===== config.mk =====
export PLATFORM = sky130hd
export DESIGN_NAME = fp4_dft_sched_flat
export DESIGN_NICKNAME = d
export VERILOG_FILES = /design/src/rtl/fp4_dft_sched_if.sv /design/src/rtl/fp4_dft_sched.sv /design/src/flat_wrapper.sv
export SDC_FILE = /design/constraint.sdc
export NUM_CORES = 1
export LEC_CHECK = 0
export ABC_AREA = 1
export CORE_ASPECT_RATIO = 0.5
export CORE_MARGIN = 1.5
export CORE_UTILIZATION = 34
export CTS_CLUSTER_DIAMETER = 200
export DETAILED_ROUTE_END_ITERATION = 8
export PLACE_DENSITY = 0.67
export SETUP_SLACK_MARGIN = 0.2
export SKIP_CTS_REPAIR_TIMING = 1
export SKIP_LAST_GASP = 1
export SLEW_MARGIN = 5
export SYNTH_ARGS = -nofsm -noshare
export SYNTH_HDL_FRONTEND = slang
export SYNTH_SLANG_ARGS = --single-unit

===== constraint.sdc =====
create_clock -name clk -period 3.6 [get_ports clk]
set_input_delay 0.36 -clock clk [delete_from_list [all_inputs] [get_ports clk]]
set_output_delay 0.36 -clock clk [all_outputs]
set_load 0.05 [all_outputs]

===== src/rtl/fp4_dft_sched_if.sv =====
// Bundles the requester, core and status signals of the DFT scheduler.
// master: requesters and DFT core side; slave: the scheduler itself.
interface fp4_dft_sched_if #(
  parameter int ADDR_WIDTH = 5
);
  logic [1:0]            req;
  logic [ADDR_WIDTH-1:0] req_n0;
  logic [ADDR_WIDTH-1:0] req_n1;
  logic                  load_done;
  logic                  unload_done;
  logic [1:0]            gnt;
  logic                  core_start;
  logic [ADDR_WIDTH-1:0] core_n;
  logic                  core_done;
  logic                  core_error;
  logic [1:0]            rsp_done;
  logic [1:0]            rsp_err;
  logic                  busy;
  logic                  timeout_flag;

  modport master (
    output req, req_n0, req_n1, load_done, unload_done, core_done, core_error,
    input  gnt, core_start, core_n, rsp_done, rsp_err, busy, timeout_flag
  );

  modport slave (
    input  req, req_n0, req_n1, load_done, unload_done, core_done, core_error,
    output gnt, core_start, core_n, rsp_done, rsp_err, busy, timeout_flag
  );
endinterface


===== src/rtl/fp4_dft_sched.sv =====
// Two-requester round-robin scheduler for a shared DFT core.
// Sequence per owner: IDLE -> LOAD -> START -> RUN -> UNLOAD -> IDLE.
// Optional RUN watchdog: define FP4_DFT_SCHED_TIMEOUT_EN.
module fp4_dft_sched #(
  parameter int MAX_N          = 32,
  parameter int ADDR_WIDTH     = $clog2(MAX_N),
  parameter int TIMEOUT_CYCLES = 16384
) (
  input logic            clk,
  input logic            rst,
  fp4_dft_sched_if.slave bus
);

  typedef enum logic [2:0] {IDLE, LOAD, START, RUN, UNLOAD} state_t;

  state_t                state_reg;
  logic [1:0]            gnt_reg;
  logic [1:0]            rsp_done_reg;
  logic [1:0]            rsp_err_reg;
  logic                  core_start_reg;
  logic                  busy_reg;
  logic [ADDR_WIDTH-1:0] core_n_reg;
  logic                  last_reg;   // id of the requester most recently served

  logic                  win_id;
  logic [1:0]            win_oh;
  logic [ADDR_WIDTH-1:0] win_n;
  logic                  win_bad;
  logic                  rsp_busy;

`ifdef FP4_DFT_SCHED_TIMEOUT_EN
  localparam int CNT_W = $clog2(TIMEOUT_CYCLES + 1);
  logic [CNT_W-1:0] cnt_reg;
  logic             timeout_flag_reg;
  assign bus.timeout_flag = timeout_flag_reg;
`else
  // The timeout limit has no effect when the watchdog is not built.
  logic unused_timeout_cfg;
  assign unused_timeout_cfg = ^32'(TIMEOUT_CYCLES);
  assign bus.timeout_flag   = 1'b0;
`endif

  // Round-robin winner: on a tie the requester not served last wins.
  always_comb begin
    win_id = bus.req[1];
    if (bus.req == 2'b11) win_id = ~last_reg;
    win_oh   = win_id ? 2'b10 : 2'b01;
    win_n    = win_id ? bus.req_n1 : bus.req_n0;
    win_bad  = (win_n == '0) || (32'(win_n) > 32'(MAX_N));
    // While a response pulse is out the finished requester still holds req;
    // arbitration waits one cycle so it is not re-granted by mistake.
    rsp_busy = (rsp_done_reg != 2'b00) || (rsp_err_reg != 2'b00);
  end

  // Scheduler state machine with all outputs registered.
  always_ff @(posedge clk) begin
    if (rst) begin
      state_reg      <= IDLE;
      gnt_reg        <= 2'b00;
      rsp_done_reg   <= 2'b00;
      rsp_err_reg    <= 2'b00;
      core_start_reg <= 1'b0;
      busy_reg       <= 1'b0;
      core_n_reg     <= '0;
      last_reg       <= 1'b1;
`ifdef FP4_DFT_SCHED_TIMEOUT_EN
      cnt_reg          <= '0;
      timeout_flag_reg <= 1'b0;
`endif
    end else begin
      core_start_reg <= 1'b0;
      rsp_done_reg   <= 2'b00;
      rsp_err_reg    <= 2'b00;
      case (state_reg)
        IDLE: begin
          if ((bus.req != 2'b00) && !rsp_busy) begin
            last_reg <= win_id;
            if (win_bad) begin
              rsp_err_reg <= win_oh;
            end else begin
              gnt_reg    <= win_oh;
              core_n_reg <= win_n;
              busy_reg   <= 1'b1;
              state_reg  <= LOAD;
            end
          end
        end
        LOAD: begin
          if (bus.load_done) begin
            core_start_reg <= 1'b1;
            state_reg      <= START;
          end
        end
        START: begin
          state_reg <= RUN;
`ifdef FP4_DFT_SCHED_TIMEOUT_EN
          cnt_reg <= '0;
`endif
        end
        RUN: begin
          if (bus.core_error) begin
            rsp_err_reg <= gnt_reg;
            gnt_reg     <= 2'b00;
            busy_reg    <= 1'b0;
            state_reg   <= IDLE;
          end else if (bus.core_done) begin
            state_reg <= UNLOAD;
          end
`ifdef FP4_DFT_SCHED_TIMEOUT_EN
          else if (cnt_reg == CNT_W'(TIMEOUT_CYCLES - 1)) begin
            rsp_err_reg      <= gnt_reg;
            timeout_flag_reg <= 1'b1;
            gnt_reg          <= 2'b00;
            busy_reg         <= 1'b0;
            state_reg        <= IDLE;
          end else begin
            cnt_reg <= cnt_reg + CNT_W'(1);
          end
`endif
        end
        UNLOAD: begin
          if (bus.unload_done) begin
            rsp_done_reg <= gnt_reg;
            gnt_reg      <= 2'b00;
            busy_reg     <= 1'b0;
            state_reg    <= IDLE;
          end
        end
        default: begin
          gnt_reg   <= 2'b00;
          busy_reg  <= 1'b0;
          state_reg <= IDLE;
        end
      endcase
    end
  end

  assign bus.gnt        = gnt_reg;
  assign bus.core_start = core_start_reg;
  assign bus.core_n     = core_n_reg;
  assign bus.rsp_done   = rsp_done_reg;
  assign bus.rsp_err    = rsp_err_reg;
  assign bus.busy       = busy_reg;

endmodule


===== src/flat_wrapper.sv =====
// flat-port wrapper written by rule: the top's interface ports become plain ports
module fp4_dft_sched_flat 
#(
  parameter int MAX_N          = 32,
  parameter int ADDR_WIDTH     = $clog2(MAX_N),
  parameter int TIMEOUT_CYCLES = 16384
)
  (clk, rst, bus_req, bus_req_n0, bus_req_n1, bus_load_done, bus_unload_done, bus_core_done, bus_core_error, bus_gnt, bus_core_start, bus_core_n, bus_rsp_done, bus_rsp_err, bus_busy, bus_timeout_flag);
  fp4_dft_sched_if #(.ADDR_WIDTH(ADDR_WIDTH)) bus_i ();
  input logic clk;
  input logic rst;
  input wire logic [$bits(bus_i.req)-1:0] bus_req;
  input wire logic [$bits(bus_i.req_n0)-1:0] bus_req_n0;
  input wire logic [$bits(bus_i.req_n1)-1:0] bus_req_n1;
  input wire logic [$bits(bus_i.load_done)-1:0] bus_load_done;
  input wire logic [$bits(bus_i.unload_done)-1:0] bus_unload_done;
  input wire logic [$bits(bus_i.core_done)-1:0] bus_core_done;
  input wire logic [$bits(bus_i.core_error)-1:0] bus_core_error;
  output wire logic [$bits(bus_i.gnt)-1:0] bus_gnt;
  output wire logic [$bits(bus_i.core_start)-1:0] bus_core_start;
  output wire logic [$bits(bus_i.core_n)-1:0] bus_core_n;
  output wire logic [$bits(bus_i.rsp_done)-1:0] bus_rsp_done;
  output wire logic [$bits(bus_i.rsp_err)-1:0] bus_rsp_err;
  output wire logic [$bits(bus_i.busy)-1:0] bus_busy;
  output wire logic [$bits(bus_i.timeout_flag)-1:0] bus_timeout_flag;
  assign bus_i.req = bus_req;
  assign bus_i.req_n0 = bus_req_n0;
  assign bus_i.req_n1 = bus_req_n1;
  assign bus_i.load_done = bus_load_done;
  assign bus_i.unload_done = bus_unload_done;
  assign bus_i.core_done = bus_core_done;
  assign bus_i.core_error = bus_core_error;
  assign bus_gnt = bus_i.gnt;
  assign bus_core_start = bus_i.core_start;
  assign bus_core_n = bus_i.core_n;
  assign bus_rsp_done = bus_i.rsp_done;
  assign bus_rsp_err = bus_i.rsp_err;
  assign bus_busy = bus_i.busy;
  assign bus_timeout_flag = bus_i.timeout_flag;
  fp4_dft_sched #(.MAX_N(MAX_N), .ADDR_WIDTH(ADDR_WIDTH), .TIMEOUT_CYCLES(TIMEOUT_CYCLES)) u_core (.clk(clk), .rst(rst), .bus(bus_i));
endmodule

## After elaboration in Yosys (flattened, before gate mapping)

Cells that the tools add are included.

- Register bits: 17
- Input bits: 18
- Output and inout port bits: 14
- Logic and storage cells: 65

- Equality and inequality tests: 11
- Muxes and demuxes: 25
- Bitwise logic cells: 6
- Reductions and logical operators: 15

Operator list:

| cell | count |
|---|---|
| $mux 3 | 6 |
| $mux 2 | 8 |
| $pmux 3 s5 | 1 |
| $reduce_and 5->1 | 2 |
| $ne 2x2->1 const B | 4 |
| $pmux 2 s4 | 1 |
| $eq 3x2->1 const B | 2 |
| $mux 1 | 6 |
| $not 1->1 | 6 |
| $reduce_bool 2->1 | 3 |
| $logic_not 5->1 | 1 |
| $mux 5 | 1 |
| $pmux 1 s4 | 1 |
| $pmux 2 s2 | 1 |
| $reduce_or 2->1 | 2 |
| $eq 3x1->1 const B | 1 |
| $eq 3x3->1 const B | 1 |
| $logic_not 3->1 | 1 |
| $ne 3x3->1 const B | 1 |
| $reduce_and 3->1 | 1 |
| $reduce_or 3->1 | 1 |
| $eq 2x2->1 const B | 1 |
| $ne 2x1->1 const B | 1 |
| $reduce_and 2->1 | 1 |
| 3 further kinds | 3 |

## Longest topological paths before layout

Gate-level depths: netlist of run 1.

- Depth in word-level cells: 7
- Gate-level depth with buffers: 13
- Gate-level depth less buffers: 13

## Worst setup path before layout of run 1

No wires, ideal clock.

- Kind: reg2reg
- Start: reg u_core.rsp_err_reg[1] (netlist: u_core.bus.rsp_err[1])
- End: reg u_core.core_n_reg[3] (netlist: u_core.bus.core_n[3])
- Arrival: 1.390 ns
- Path slack: 2.143 ns
- Cell stages (with the launch flop): 8
- Path buffers: 1
- Period minus slack after synthesis: 1.457 ns
- Path through: dfxtp_1 nor2_1 nand4_1 inv_1 nand3_2 buf_6 or2_1 a21oi_2

- Cells in the longest elaborated chain, start to end: 5

Ends and longest elaborated chain:

| item | RTL line | RTL |
|---|---|---|
| start, declared | fp4_dft_sched.sv:19 | `logic [1:0] rsp_err_reg;` |
| start signal, assigned | fp4_dft_sched.sv:79 | `rsp_err_reg <= win_oh;` |
| start signal, assigned | fp4_dft_sched.sv:102 | `rsp_err_reg <= gnt_reg;` |
| $reduce_bool 2->1 | fp4_dft_sched.sv:52 | `rsp_busy = (rsp_done_reg != 2'b00) \|\| (rsp_err_reg != 2'b00);` |
| $logic_or 1x1->1 | fp4_dft_sched.sv:52 |  |
| $logic_not 1->1 | fp4_dft_sched.sv:76 | `if ((bus.req != 2'b00) && !rsp_busy) begin` |
| $logic_and 1x1->1 | fp4_dft_sched.sv:76 |  |
| $reduce_and 3->1 (no line) | n/a |  |
| end signal, assigned | fp4_dft_sched.sv:82 | `core_n_reg <= win_n;` |
| end, declared | fp4_dft_sched.sv:22 | `logic [ADDR_WIDTH-1:0] core_n_reg;` |

No other way between the ends.
A chain may end at the register's enable or synchronous reset.

## Worst setup path after layout of run 1

- Start: in bus_req[1]
- End: reg u_core.core_n_reg[4] (netlist: u_core.bus.core_n[4])

- Cells in the longest elaborated chain, start to end: 6

Ends and longest elaborated chain:

| item | RTL line | RTL |
|---|---|---|
| start, declared | flat_wrapper.sv:12 | `input wire logic [$bits(bus_i.req)-1:0] bus_req;` |
| $eq 2x2->1 | fp4_dft_sched.sv:46 | `if (bus.req == 2'b11) win_id = ~last_reg;` |
| $mux 1 | fp4_dft_sched.sv:46 |  |
| $mux 5 | fp4_dft_sched.sv:48 | `win_n = win_id ? bus.req_n1 : bus.req_n0;` |
| $logic_not 5->1 | fp4_dft_sched.sv:49 | `win_bad = (win_n == '0) \|\| (32'(win_n) > 32'(MAX_N));` |
| $not 1->1 (no line) | n/a |  |
| $reduce_and 3->1 (no line) | n/a |  |

Several ways; a longest one is shown, not always the timed one.

==> results of run 1 <==
## synth_stat cells, types with 2 or more instances
cell type / n / area (um2)
sky130_fd_sc_hd__a21oi_1: 9 / 45.0
sky130_fd_sc_hd__nor2_1: 9 / 33.8
sky130_fd_sc_hd__o21ai_0: 4 / 20.0
sky130_fd_sc_hd__nand2_2: 6 / 37.5
sky130_fd_sc_hd__nand2_4: 3 / 33.8
sky130_fd_sc_hd__nand3_1: 7 / 35.0
sky130_fd_sc_hd__nand2_1: 27 / 101
sky130_fd_sc_hd__dfxtp_1: 17 / 340
sky130_fd_sc_hd__nor2_4: 2 / 22.5
sky130_fd_sc_hd__inv_1: 23 / 86.3
sky130_fd_sc_hd__nor3_1: 2 / 10.0
sky130_fd_sc_hd__nand4_1: 6 / 37.5
## cells by family (layout without fill, tap and decap cells)
group	after synthesis	in the layout	synth area share, %
AND/OR/NAND/NOR	67	67	39.1
buffers and inverters	27	58	12.4
AO/OA/AOI/OAI	18	18	11.2
flip-flops	17	17	36.8
other	1	1	0.406
## worst paths after layout
path	start	to	depth (start not counted)	slack, ps
hold / removal	u_core.bus.core_n[0]	u_core.bus.core_n[0]	2	450
setup / recovery	bus_req[1]	u_core.bus.core_n[4]	10	1750
setup reg to reg	u_core.last_reg	u_core.bus.core_n[4]	10	2050
hold reg to reg	u_core.bus.core_n[0]	u_core.bus.core_n[0]	2	450
## per-stage QoR
stage / instances / setup WS [ps] / power (mW) / hold WS, ps / util (%)
final: 198 / 1750 / 0.654 / 446 / 50.1
after global routing: 198 / 1630 / 0.697 / 473 / 50.1
after CTS: 198 / 1750 / 0.659 / 451 / 50.1
after detailed placement: 194 / 1490 / 0.516 / 441 / 48.3
after global placement: 194 / 1540 / 0.514 / 435 / 48.3
after floorplan: 130 / 2140 / 0.443 / 481 / -
## cell type report
class | instances | area (um2) | area share [%]
Inverter | 24 | 92.6 | 7.15
Tap cell | 37 | 46.3 | 3.57
Clock buffer | 3 | 41.3 | 3.19
Clock inverter | 1 | 5.00 | 0.386
Timing Repair Buffer | 30 | 300 | 23.2
Sequential cell | 17 | 340 | 26.3
Multi-Input combinational cell | 86 | 469 | 36.2
## cells in the final DEF (no fill, tap or decap)
master,n
sky130_fd_sc_hd__nor3_1,2
sky130_fd_sc_hd__dfxtp_1,17
sky130_fd_sc_hd__clkinv_2,1
sky130_fd_sc_hd__a21oi_2,1
sky130_fd_sc_hd__nand3b_1,1
sky130_fd_sc_hd__or2_1,1
sky130_fd_sc_hd__inv_4,1
sky130_fd_sc_hd__clkbuf_8,3
sky130_fd_sc_hd__nand4_1,6
sky130_fd_sc_hd__o21ai_0,4
sky130_fd_sc_hd__a41oi_1,1
sky130_fd_sc_hd__nand3_2,1
sky130_fd_sc_hd__clkdlybuf4s50_1,30
sky130_fd_sc_hd__conb_1,1
sky130_fd_sc_hd__inv_1,23
sky130_fd_sc_hd__nand2_4,3
sky130_fd_sc_hd__a21oi_1,9
sky130_fd_sc_hd__o211ai_1,1
sky130_fd_sc_hd__a211oi_1,1
sky130_fd_sc_hd__nor2_4,2
sky130_fd_sc_hd__nor2_8,1
sky130_fd_sc_hd__nand2_1,27
sky130_fd_sc_hd__or2_2,1
sky130_fd_sc_hd__nand3_1,7
sky130_fd_sc_hd__nor2_1,9
sky130_fd_sc_hd__o22ai_1,1
sky130_fd_sc_hd__nand2_2,6
## where the power goes
| group | total [mW] | internal [mW] | switching, mW |
|---|---|---|---|
| registers | 0.239 | 0.216 | 0.0230 |
| logic | 0.272 | 0.0995 | 0.172 |
| clock network | 0.143 | 0.0768 | 0.0663 |
| total | 0.654 | 0.392 | 0.262 |
## layer usage
metal,vias to the layer above,global-route usage [%],wire length [um],part of all wire (%)
met5,-,0,0,0
met4,0,2.78,0,0
met3,0,4.65,87,4.5
met2,17,23.0,813,42
met1,384,17.5,1040,54
li1,478,-,-,-
## critical path, stage by stage
cell and delay [ps]:
sky130_fd_sc_hd__clkdlybuf4s50_1 580, sky130_fd_sc_hd__nand2_4 120, sky130_fd_sc_hd__inv_4 100, sky130_fd_sc_hd__nand2_2 60, sky130_fd_sc_hd__nand2_4 70, sky130_fd_sc_hd__nor2_4 50, sky130_fd_sc_hd__nand2_4 80, sky130_fd_sc_hd__nand3_2 170
sky130_fd_sc_hd__or2_2 320, sky130_fd_sc_hd__a21oi_1 110
==> run summary, run 1 <==
* detailed placement HPWL: 1580 um
* clock tree from TritonCTS: built
* Clk Latency, worst-skew pair: 250 ps
* clock tree buffer depth: 2
* nets in the synthesized netlist: 148
* instance area at placement: 1250 um2
* Worst Setup Start Kind: input pin
* Cell Area, Synth: 925 um2
* instance count of the mapped netlist: 130
* endpoint class of the critical path: flip-flop
* max-slew violation total from the final report: 0
* width of the chip: 76.8 um
* type of the worst min-delay path: flip-flop to flip-flop
* number of iterations in the first detailed-routing pass: 4
* wire per inst: 9.81 um
* sequential fraction of the synthesis area: 36.8%
* io pins: 32
* area of all placed cells without fillers: 1290 um2
* syn avg cell area: 7.11 um2
* final clock period utilization by the worst path: 51.3%
* initial cell density of the core: 35.8%
* number of flip-flops in the largest register: 5
* Setup Total Neg Slack: 0 ps
* data arrival time of the critical path: 2030 ps
* static power due to leakage: 0.569 nW
* Netlist cell types: 27
* clock buffer count from CTS: 3
* Post-synth EDFFs: 0
* Detail Route Antenna Nets: 0
* time the final worst path needs with I/O delays and setup: 1850 ps
* placeable core area: 2590 um2
* total detailed-routing wirelength: 1940 um
* outcome: finished, final reports clean
* asr flop ratio synth: 0%
* layout net count: 180
* number of inserted filler cells in the final layout: 259
* register clock-pin slew on the reported worst setup and hold paths: 60 ps
* number of max-cap violations: 0
* number of global-route vias before repair: 727
* Port-buffer cells: 30
* die outline height: 39.9 um
* Yosys warning count: 0
* # rows: 13
* highest ir drop seen on vdd: 0.195 mV
* Setup-failing EPs final: 0
* unrepaired setup endpoints after global routing: false
* total global-route track usage: 13.8%
* sum of overflow across all layers after global routing: 0
* number of antenna cells inserted: 0
* CTS HTree Levels: 1
* Total Die Area: 3060 um2
* largest fanout on the critical path: 11
* CTS Root Buffer Type: sky130_fd_sc_hd__clkbuf_8
* share of final-layout standard cells stronger than drive strength 1: 12.4%
* GP Congestion: 0.794
* power density over the cells: 505 nW/um2
* critical path required time: 3780 ps
* DRC marker count from the first detailed-route iteration: 18
* via total after detailed routing: 879
* pin count of the biggest net entering global routing: 12
* clock sink count: 17
* Crit Path Class: input pin to flip-flop
* layout-stage area growth over the synthesis result: 40.1%
* Final Skew: 4.08 ps
* DR vias/cell: 4.44
* final number of hold-violating endpoints: 0
* flip-flop and latch count after synthesis: 17
* antenna violations before repair: 0
* DRC viols: 0
* first-pass GRT wire length: 3150 um
* flip-flop cell with the highest count after synthesis: sky130_fd_sc_hd__dfxtp_1
* highest clock frequency the design can meet: 541 MHz
Note: power is estimated with default switching activity, not from simulation.
==> inputs of run 2 (changes only) <==
==> constraint.sdc (replaced) <==
create_clock -name clk -period 1.9 [get_ports clk]
set_input_delay 0.19 -clock clk [delete_from_list [all_inputs] [get_ports clk]]
set_output_delay 0.19 -clock clk [all_outputs]
set_load 0.05 [all_outputs]
==> run 2 against run 1 <==
  * Worst setup slack worse by 1400 ps
  * Cell count is 3.0% higher
  * Clock-buffer cell count stayed put
==> run summary, run 2 (synthesis results as in run 1) <==
* max-slew violation total from the final report: 0
* share of total power in sequential cells: 34.8%
* initial cell density of the core: 35.8%
* CTS HTree Levels: 1
* unrepaired setup endpoints after global routing: false
* time the final worst path needs with I/O delays and setup: 1580 ps
* buffers plus inverters on the worst setup path: 1
* static power due to leakage: 0.632 nW
* die outline height: 39.9 um
* final cell count without fillers: 204
* gate family responsible for the most delay along the worst path: buffers and inverters
* Clk Latency, worst-skew pair: 250 ps
* setup slack of the worst register-to-register path: 410 ps
* DRC viols: 0
* total global-route track usage: 14.5%
* Switching Share: 40.1%
* placeable core area: 2590 um2
* width of the chip: 76.8 um
* most frequent cells in the layout: sky130_fd_sc_hd__clkdlybuf4s50_1 (28), sky130_fd_sc_hd__nand2_1 (25), sky130_fd_sc_hd__inv_1 (23)
* total detailed-routing wirelength: 2100 um
* # rows: 13
* critical path required time: 1710 ps
* Setup Total Neg Slack: 0 ps
* Worst Setup Start Kind: flip-flop
* endpoint of the worst register-to-register path: u_core.state_reg[1]
* data arrival time of the critical path: 1390 ps
* CTS Root Buffer Type: sky130_fd_sc_hd__clkbuf_8
* clock tree from TritonCTS: built
* detailed placement HPWL: 1650 um
* CP cell instances: clkdlybuf4s50_1
* worst rel slew slack: 66.3%
* sum of overflow across all layers after global routing: 0
* DRC marker count from the first detailed-route iteration: 37
* register clock-pin slew on the reported worst setup and hold paths: 70 ps
* Detail Route Antenna Nets: 0
* first-pass GRT wire length: 3280 um
* final worst hold slack: 443 ps
* relative contribution of the clock network to total power: 21.3%
* highest ir drop seen on vdd: 0.330 mV
* power dissipated by switching net loads: 0.521 mW
* largest fanout on the critical path: 2
* clock buffer count from CTS: 3
* antenna violations before repair: 0
* power share of the combinational group: 43.8%
* DR vias/cell: 4.30
* start of the worst register-to-register path: u_core.state_reg[1]
* r2r worst-path depth: 9
* leading cell type in the layout, fill and taps excluded: sky130_fd_sc_hd__clkdlybuf4s50_1
* Placed Instances: 199
* number of flip-flops in the largest register: 5
* crit-path max cell delay: 800 ps
* pin count of the biggest net entering global routing: 11
* clock sink count: 17
* io pins: 32
* share of final-layout standard cells stronger than drive strength 1: 17.4%
* endpoint class of the critical path: output pin
* highest clock frequency the design can meet: 633 MHz
* number of antenna cells inserted: 0
* power density over the cells: 954 nW/um2
* GP Congestion: 0.776
* Total Die Area: 3060 um2
* wire per inst: 10.3 um
* Hold Crit Endpoint: u_core.bus.core_n[0]
* via total after detailed routing: 878
* layout net count: 186
* type of the worst min-delay path: flip-flop to flip-flop
* final number of hold-violating endpoints: 0
* Port-buffer cells: 30
* Worst-Margin Slew: 505 ps
* hold path start: u_core.bus.core_n[0]
* number of iterations in the first detailed-routing pass: 4
* final clock period utilization by the worst path: 83.2%
* Hold Path Depth: 2
* number of global-route vias before repair: 767
* layout-stage area growth over the synthesis result: 47.2%
* clock tree buffer depth: 2
* Crit Path Class: flip-flop to output pin
* number of max-cap violations: 0
* cell internal pwr: 0.778 mW
* Final Skew: 2.23 ps
* outcome: finished, final reports clean
* Setup-failing EPs final: 0
* Slowest cell on crit path: sky130_fd_sc_hd__clkdlybuf4s50_1
-- run 2: changes by cell type in the layout (fill, tap and decap cells not counted), sizes merged --
cell,delta
clkdlybuf4s50,-2
dlymetal6s2s,+2
buf,+6
-- run 2: power groups by stage --
stage,Sequential (mW),Combinational [mW],Clock (mW)
after CTS,0.453,0.553,0.287
after global routing,0.461,0.622,0.308
final,0.453,0.569,0.277
after detailed placement,0.460,0.551,0
after floorplan,0.580,0.259,0
after global placement,0.460,0.549,0
-- run 2: area by class of cell --
type                       count  area [um2]
sequential                    17         340
timing repair buffer          36         350
clock buffer                   3        41.3
multi-input combinational     86         485
clock inverter                 1        5.00
tap                           37        46.3
inverter                      24        92.6
fill                         252        1220
-- run 2: through the flow --
step	utilization [%]	area [um2]	power [mW]	setup slack, ps
after CTS	51.5	1330	1.29	213
after global placement	49.7	1290	1.01	17.7
final	52.6	1360	1.30	320
after detailed placement	49.7	1290	1.01	-3.71
after floorplan	-	925	0.839	443
after global routing	52.6	1360	1.39	199
-- run 2: worst max-delay path by stage --
stage                                     start                   end  slack [ps]  cells after the start
after floorplan           u_core.bus.rsp_err[1]  u_core.bus.core_n[3]         440                      7
after global placement               bus_req[1]  u_core.bus.core_n[4]          20                     10
after detailed placement             bus_req[1]  u_core.bus.core_n[4]          -4                     10
after CTS                     u_core.bus.gnt[0]            bus_gnt[0]         210                      1
after global routing                 bus_req[0]     u_core.bus.gnt[0]         200                     13
final                           u_core.bus.busy              bus_busy         320                      1
-- run 2: routing by layer --
metal	track usage, %	part of all wire [%]	up-vias
li1	-	-	485
met1	17.7	47	366
met2	25.0	47	27
met3	5.35	6.1	0
met4	3.24	0	0
met5	0	0	-
==> inputs of run 3 (changes only) <==
==> constraint.sdc (replaced) <==
create_clock -name clk -period 1.6 [get_ports clk]
set_input_delay 0.16 -clock clk [delete_from_list [all_inputs] [get_ports clk]]
set_output_delay 0.16 -clock clk [all_outputs]
set_load 0.05 [all_outputs]
==> run 3 against run 2 <==
  * Clock-buffer cell count increased by 1
  * Critical path depth increased by 9
  * Sequential power rose by 21%
  * Worst hold slack gained 9.9 ps
  * Non-clock buffer count increased by 13
  * Combinational power increased by 38%
  * Clock power grew 21%
  * Clock skew decreased by 0.91 ps
  * Sequential cell count unchanged
  * Die area is the same
==> run summary, run 3 (synthesis results as in run 1) <==
* outcome: finished, final reports clean
* clock buffer count from CTS: 3
* Crit Path Class: flip-flop to flip-flop
* largest fanout on the critical path: 7
* total global-route track usage: 15.8%
* first-pass GRT wire length: 3640 um
* number of antenna cells inserted: 0
* number of global-route vias before repair: 833
* Setup Total Neg Slack: 0 ps
* Slowest cell on crit path: sky130_fd_sc_hd__dfxtp_2
* Final Skew: 1.31 ps
* highest ir drop seen on vdd: 0.463 mV
* layout-stage area growth over the synthesis result: 63.7%
* # rows: 13
* DRC marker count from the first detailed-route iteration: 26
* core utilization of the finished layout: 58.5%
* via total after detailed routing: 989
* final clock period utilization by the worst path: 87.0%
* Critical Path Most Common Cell: sky130_fd_sc_hd__nand2_4
* number of max-cap violations: 0
* share of total power in sequential cells: 32.8%
* GP Congestion: 0.777
* width of the chip: 76.8 um
* area of the multi-input gates: 562 um2
* FF/Latch Area: 347 um2
* CTS HTree Levels: 1
* number of iterations in the first detailed-routing pass: 4
* layout net count: 199
* relative contribution of the clock network to total power: 20.1%
* buffers plus inverters on the worst setup path: 1
* crit-path max cell delay: 330 ps
* Worst Setup Start Kind: flip-flop
* unrepaired setup endpoints after global routing: true
* wire per inst: 11.0 um
* Critical Path Start: u_core.last_reg
* power share of the combinational group: 47.2%
* detailed placement HPWL: 1700 um
* total power: 1.67 mW
* most frequent cells in the layout: sky130_fd_sc_hd__buf_4 (31), sky130_fd_sc_hd__inv_1 (22), sky130_fd_sc_hd__nand2_1 (19)
* Total Die Area: 3060 um2
* cell internal pwr: 0.994 mW
* register clock-pin slew on the reported worst setup and hold paths: 70 ps
* max-slew violation total from the final report: 0
* Setup-failing EPs final: 0
* power density over the cells: 1100 nW/um2
* hold path start: u_core.bus.core_n[1]
* data arrival time of the critical path: 1590 ps
* sum of overflow across all layers after global routing: 0
* number of flip-flops in the largest register: 5
* CP cell instances: nand2_4 > nand2_8 > inv_6 > nand2_2 > nand2_4 > nor2_4 > nand2_4 > nand3_4 > or2_2 > a21oi_1
* number of inserted filler cells in the final layout: 230
* leading cell type in the layout, fill and taps excluded: sky130_fd_sc_hd__buf_4
* total detailed-routing wirelength: 2400 um
* final number of hold-violating endpoints: 0
* power dissipated by switching net loads: 0.674 mW
* start of the worst register-to-register path: u_core.last_reg
* critical path required time: 1800 ps
* Switching Share: 40.4%
* static power due to leakage: 0.719 nW
* clock tree buffer depth: 2
* highest clock frequency the design can meet: 719 MHz
* CTS Root Buffer Type: sky130_fd_sc_hd__clkbuf_8
* die outline height: 39.9 um
* time the final worst path needs with I/O delays and setup: 1390 ps
* type of the worst min-delay path: flip-flop to flip-flop
* clock tree from TritonCTS: built
* antenna violations before repair: 0
* gate family responsible for the most delay along the worst path: simple AND/OR/NAND/NOR gates
* Clk Latency, worst-skew pair: 260 ps
* io pins: 32
* Detail Route Antenna Nets: 0
* placeable core area: 2590 um2
* DR vias/cell: 4.56
* initial cell density of the core: 35.8%
* share of final-layout standard cells stronger than drive strength 1: 40.6%
* pin count of the biggest net entering global routing: 10
* clock sink count: 17
* endpoint class of the critical path: flip-flop
* Port-buffer cells: 30
* DRC viols: 0
-- run 3: power by group through the flow --
| stage | clock, mW | combinational [mW] | sequential, mW |
|---|---|---|---|
| floorplan | 0 | 0.308 | 0.689 |
| global placement | 0 | 0.670 | 0.548 |
| detailed placement | 0 | 0.674 | 0.548 |
| CTS | 0.347 | 0.677 | 0.538 |
| global route | 0.359 | 0.853 | 0.553 |
| finish | 0.335 | 0.787 | 0.546 |
-- run 3: per-layer routing --
| metal | global-route usage [%] | part of all wire [%] | vias to the layer above |
|---|---|---|---|
| met2 | 25.4 | 45 | 24 |
| met4 | 4.63 | 0.75 | 0 |
| met1 | 20.6 | 49 | 451 |
| met3 | 4.88 | 5.1 | 2 |
| li1 | - | - | 512 |
| met5 | 0 | 0 | - |
-- run 3: area by class of cell --
cell class | instances | area share (%)
clock buffer | 4 | 2.98
inverter | 24 | 6.28
multi-input combinational | 86 | 37.1
sequential | 17 | 22.9
tap | 37 | 3.06
timing repair buffer | 49 | 27.7
-- run 3: worst paths after layout --
| path | end | slack, ps | cells after the start |
|---|---|---|---|
| setup / recovery | u_core.bus.core_n[4] | 210 | 10 |
| hold / removal | u_core.bus.core_n[1] | 450 | 2 |
| hold reg to reg | u_core.bus.core_n[1] | 450 | 2 |
| setup reg to reg | u_core.bus.core_n[4] | 210 | 10 |
-- run 3: stage by stage --
stage	setup slack, ps	hold WS (ps)	area [um2]	std cells
detailed placement	-220	443	1330	208
global route	103	484	1510	217
floorplan	202	288	928	130
global placement	-188	438	1330	208
CTS	45.9	453	1370	212
finish	208	453	1510	217
-- run 3: worst reg2reg max path, stage by stage (launching register included) --
cell,delay (ps)
sky130_fd_sc_hd__dfxtp_2,330
sky130_fd_sc_hd__nand2_4,90
sky130_fd_sc_hd__nand2_8,80
sky130_fd_sc_hd__inv_6,80
sky130_fd_sc_hd__nand2_2,60
sky130_fd_sc_hd__nand2_4,70
sky130_fd_sc_hd__nor2_4,50
sky130_fd_sc_hd__nand2_4,90
sky130_fd_sc_hd__nand3_4,80
sky130_fd_sc_hd__or2_2,280
sky130_fd_sc_hd__a21oi_1,120
==> variant 1, RTL diff (config.mk and constraints of run 2) <==
`MAX_N` is set to 32 in 2 places; all go to 64.
--- a/src/rtl/fp4_dft_sched.sv
+++ b/src/rtl/fp4_dft_sched.sv
@@ -2,7 +2,7 @@
 // Sequence per owner: IDLE -> LOAD -> START -> RUN -> UNLOAD -> IDLE.
 // Optional RUN watchdog: define FP4_DFT_SCHED_TIMEOUT_EN.
 module fp4_dft_sched #(
-  parameter int MAX_N          = 32,
+  parameter int MAX_N          = 64,
   parameter int ADDR_WIDTH     = $clog2(MAX_N),
   parameter int TIMEOUT_CYCLES = 16384
 ) (
--- a/src/flat_wrapper.sv
+++ b/src/flat_wrapper.sv
@@ -1,7 +1,7 @@
 // flat-port wrapper written by rule: the top's interface ports become plain ports
 module fp4_dft_sched_flat 
 #(
-  parameter int MAX_N          = 32,
+  parameter int MAX_N          = 64,
   parameter int ADDR_WIDTH     = $clog2(MAX_N),
   parameter int TIMEOUT_CYCLES = 16384
 )
Interface: changed (resized bus_core_n, bus_req_n0 and bus_req_n1); port bits go from 32 to 35. No check against the original RTL was run, so the function may have changed too.
==> variant 1 against run 2 <==
  * Clock power grew 17%
  * Area after synthesis grew 11%
  * Cell count grew 5.9%
  * Non-clock buffer count grew 1
  * Power shrank 1.6%
  * Routed wire length grew 16%
  * Cell area grew 8.4%
  * Sequential cell count grew 1
  * Worst setup slack lost 61 ps
  * Critical path type unchanged
  * Critical endpoint is now bus_gnt[0]
  * Largest cell class unchanged
==> variant 1: results (changes against run 2) <==
R2R Setup Slk: 430 ps (was 410 ps)
worst vdd ir: 0.394 mV (was 0.330 mV)
synth top area cells: dfxtp_1 35%, nand2_1 10%, nand4_1 7.9% (was dfxtp_1 37%, nand2_1 11%, inv_1 9.3%)
vias per cell: 4.67 (was 4.30)
Reg power frac: 35.7% (was 34.8%)
post-synthesis sequential area ratio: 35.1% (was 36.8%)
clock slew at reported path FFs: 70 ps (about the same)
pin count of the biggest net entering global routing: 12 (was 11)
CTS root buf: clkbuf_8 (unchanged)
Worst Hold Path EP: u_core.bus.core_n[1] (was u_core.bus.core_n[0])
Critical Path Max Stage Delay: 820 ps (was 800 ps)
post-synthesis area per instance: 7.28 um^2 (was 7.11 um^2)
GRT Overall Usage: 15.5% (was 14.5%)
share of post-route cells with drive strength above 1: 19.0% (was 17.4%)
Worst Setup EP: bus_gnt[0] (was bus_busy)
placed cell area: 0.00140 mm^2 (was 0.00129 mm^2)
worst path arrival time: 1450 ps (was 1390 ps)
dpl hpwl: 1.89 mm (was 1.65 mm)
Hold Path Depth: 2 (unchanged)
R2R Path End: u_core.bus.core_n[0] (was u_core.state_reg[1])
hold_ws: 468 ps (was 443 ps)
P_clk: 0.000324 W (was 0.000277 W)
wirelength, routed: 2.44 mm (was 2.10 mm)
Place WS: 104 ps (was -3.71 ps)
switching share of power: 37.9% (was 40.1%)
Syn Nets: 161 (was 148)
routability cong.: 0.807 (was 0.776)
placed cell count: 211 (was 199)
Max FO, Critical Path: 4 (was 2)
worst setup path startpoint: u_core.bus.gnt[0] (was u_core.bus.busy)
first-pass GRT wire length: 4.04 mm (was 3.28 mm)
number of global-route vias before repair: 902 (was 767)
synth warn: 0 (unchanged)
number of port buffers: 33 (was 30)
Hold Path Origin: u_core.bus.core_n[1] (was u_core.bus.core_n[0])
Netlist cell types: 24 (was 27)
status: completed (unchanged)
top cells by count, synth: 28 x nand2_1, 20 x inv_1, 18 x dfxtp_1 (was 27 x nand2_1, 23 x inv_1, 17 x dfxtp_1)
1st-iter DRT viols: 41 (was 37)
Largest register FFs: 6 (was 5)
Final #Nets: 200 (was 186)
variant 1: per-layer routing:
layer  global-route usage [%]  share of wire (%)  vias to the layer above
met1                     20.7                 50                      443
met2                     24.0                 43                       29
li1                         -                  -                      532
met3                     4.62                5.5                        4
met5                        0                  0                        -
met4                     5.17                1.6                        0
variant 1: worst reg2reg max path: stages (launching register included):
cell and delay, ps:
dfxtp_1 360, nand2_2 110, nand2_4 120, inv_2 70
nand2_2 60, nand2_2 70, nor2_4 200, nand2_4 120
nand3_4 110, nand2_1 70, a21oi_1 110
variant 1: cells by family after synthesis:
kind of cell / synth area share, %
other cells: 0.366
compound gates: 9.27
simple gates: 44.6
flops: 35.1
buf+inv: 10.6
variant 1: layout make-up:
cell class	instances	area, um^2
fill	260	1260
inverter	23	86.3
multi-input combinational	97	564
tap	37	46.3
sequential	18	360
timing repair buffer	37	363
clock buffer	4	55.1
==> variant 2, RTL diff (config.mk and constraints of run 2) <==
Made on the original files. Reset style: asynchronous (`rst`), changed in one clocked block.
--- a/src/rtl/fp4_dft_sched.sv
+++ b/src/rtl/fp4_dft_sched.sv
@@ -53,7 +53,7 @@
   end
 
   // Scheduler state machine with all outputs registered.
-  always_ff @(posedge clk) begin
+  always_ff @(posedge clk or posedge rst) begin
     if (rst) begin
       state_reg      <= IDLE;
       gnt_reg        <= 2'b00;
Check against the original RTL: differs if rst is asserted again (counterexample within 4 cycles, from zero or initial values and one cycle with rst high); with rst held inactive, the same outputs for 10 cycles.
==> variant 2 against run 2 <==
  * Worst setup slack worse by 46 ps
  * Sequential cell count stayed put
  * Global-route usage is 1.9 points higher
  * Cell area is 4.8% lower
  * Power is 47% higher
  * Clock skew hardly changed
  * Area after synthesis is 2.8% lower
  * Routed wire length is 0.81% lower
  * Maximum frequency is 2.8% lower
==> variant 2: results (changes against run 2) <==
Max FO, Critical Path: 8 (was 2)
slowest CP cell: dfstp_2 (was clkdlybuf4s50_1)
hold_ws: 318 ps (was 443 ps)
Syn Nets: 130 (was 148)
top cells by count, synth: 33 x nand2_1, 17 x inv_1, 16 x dfrtp_1 (was 27 x nand2_1, 23 x inv_1, 17 x dfxtp_1)
area of the multi-input gates: 410 um^2 (was 485 um^2)
post-synthesis sequential area ratio: 47.5% (was 36.8%)
synth top area cells: dfrtp_1 45%, nand2_1 14%, inv_1 7.1% (was dfxtp_1 37%, nand2_1 11%, inv_1 9.3%)
pin count of the biggest net entering global routing: 18 (was 11)
R2R Setup Slk: 270 ps (was 410 ps)
R2R depth: 8 (was 9)
routability cong.: 0.709 (was 0.776)
worst vdd ir: 0.497 mV (was 0.330 mV)
Place WS: 80.1 ps (was -3.71 ps)
routed vias: 815 (was 878)
Top Family by Delay on Critical Path: simple AND/OR/NAND/NOR gates (was buffers and inverters)
Largest register FFs: 5 (unchanged)
FILL cells: 228 (was 252)
Final Skew: 1.89 ps (was 2.23 ps)
wirelength, routed: 2.08 mm (was 2.10 mm)
number of port buffers: 30 (unchanged)
number of global-route vias before repair: 764 (was 767)
share of post-route cells with drive strength above 1: 13.1% (was 17.4%)
Psw: 0.000917 W (was 0.000521 W)
Worst Setup EP: u_core.bus.core_n[3] (was bus_busy)
clock period minus final worst setup slack: 1630 ps (was 1580 ps)
reg2reg start: u_core.last_reg (was u_core.state_reg[1])
worst setup path startpoint: u_core.last_reg (was u_core.bus.busy)
Netlist cell types: 24 (was 27)
Least-Margin Pin Slew: 655 ps (was 505 ps)
status: completed (unchanged)
drt pass-1 iters: 2 (was 4)
Post-Syn Instances: 112 (was 130)
hold crit path type: input pin to async pin (was register to register)
final std cells w/o fill: 180 (was 204)
==> variant 2: cell count changes after synthesis, sizes merged, moves of 2 or more <==
cell	delta
a21oi	-9
dfrtp	+16
dfxtp	-17
inv	-7
nand4	-2
nor2	-3
o21ai	+5
==> variant 2: routing by layer <==
layer  vias to the layer above  track usage, %  part of all wire [%]
met5                         -               0                     0
met4                         0            8.04                   1.8
met3                         4            5.40                   3.6
met2                        17            26.8                    45
met1                       373            19.7                    49
li1                        421               -                     -
==> variant 2: kinds of logic (layout without fill, tap and decap cells) <==
| group | count (synthesis) | count (layout) | synth area share [%] |
|---|---|---|---|
| AOI/OAI and AO/OA | 13 | 13 | 9.33 |
| buffers and inverters | 19 | 51 | 9.61 |
| DFF | 17 | 17 | 47.5 |
| other | 1 | 1 | 0.417 |
| and+or+nand+nor | 62 | 63 | 33.1 |
==> variant 2: power by group through the flow <==
stage          registers (W)  clock network [W]  logic, W
2_1_floorplan       0.000883                  0  0.000439
3_3_place_gp        0.000580                  0   0.00101
3_5_place_dp        0.000583                  0   0.00102
4_1_cts             0.000578           0.000287   0.00102
5_1_grt             0.000601           0.000305   0.00113
6_report            0.000582           0.000278   0.00105
==> variant 2: worst min-delay path by stage <==
stage	startpoint	to	cells past startpoint
floorplan	rst	u_core.bus.busy	1
global placement	u_core.last_reg	u_core.last_reg	2
detailed placement	u_core.last_reg	u_core.last_reg	2
CTS	rst	u_core.bus.core_n[3]	2
global route	rst	u_core.bus.busy	2
finish	rst	u_core.bus.core_n[3]	2
==> variant 2: area by class of cell <==
cell class	count	share of cell area, %
inverter	17	4.92
tap	35	3.38
timing repair buffer	30	23.6
sequential	17	32.9
clock buffer	3	3.19
multi-input combinational	77	31.7
clock inverter	1	0.386
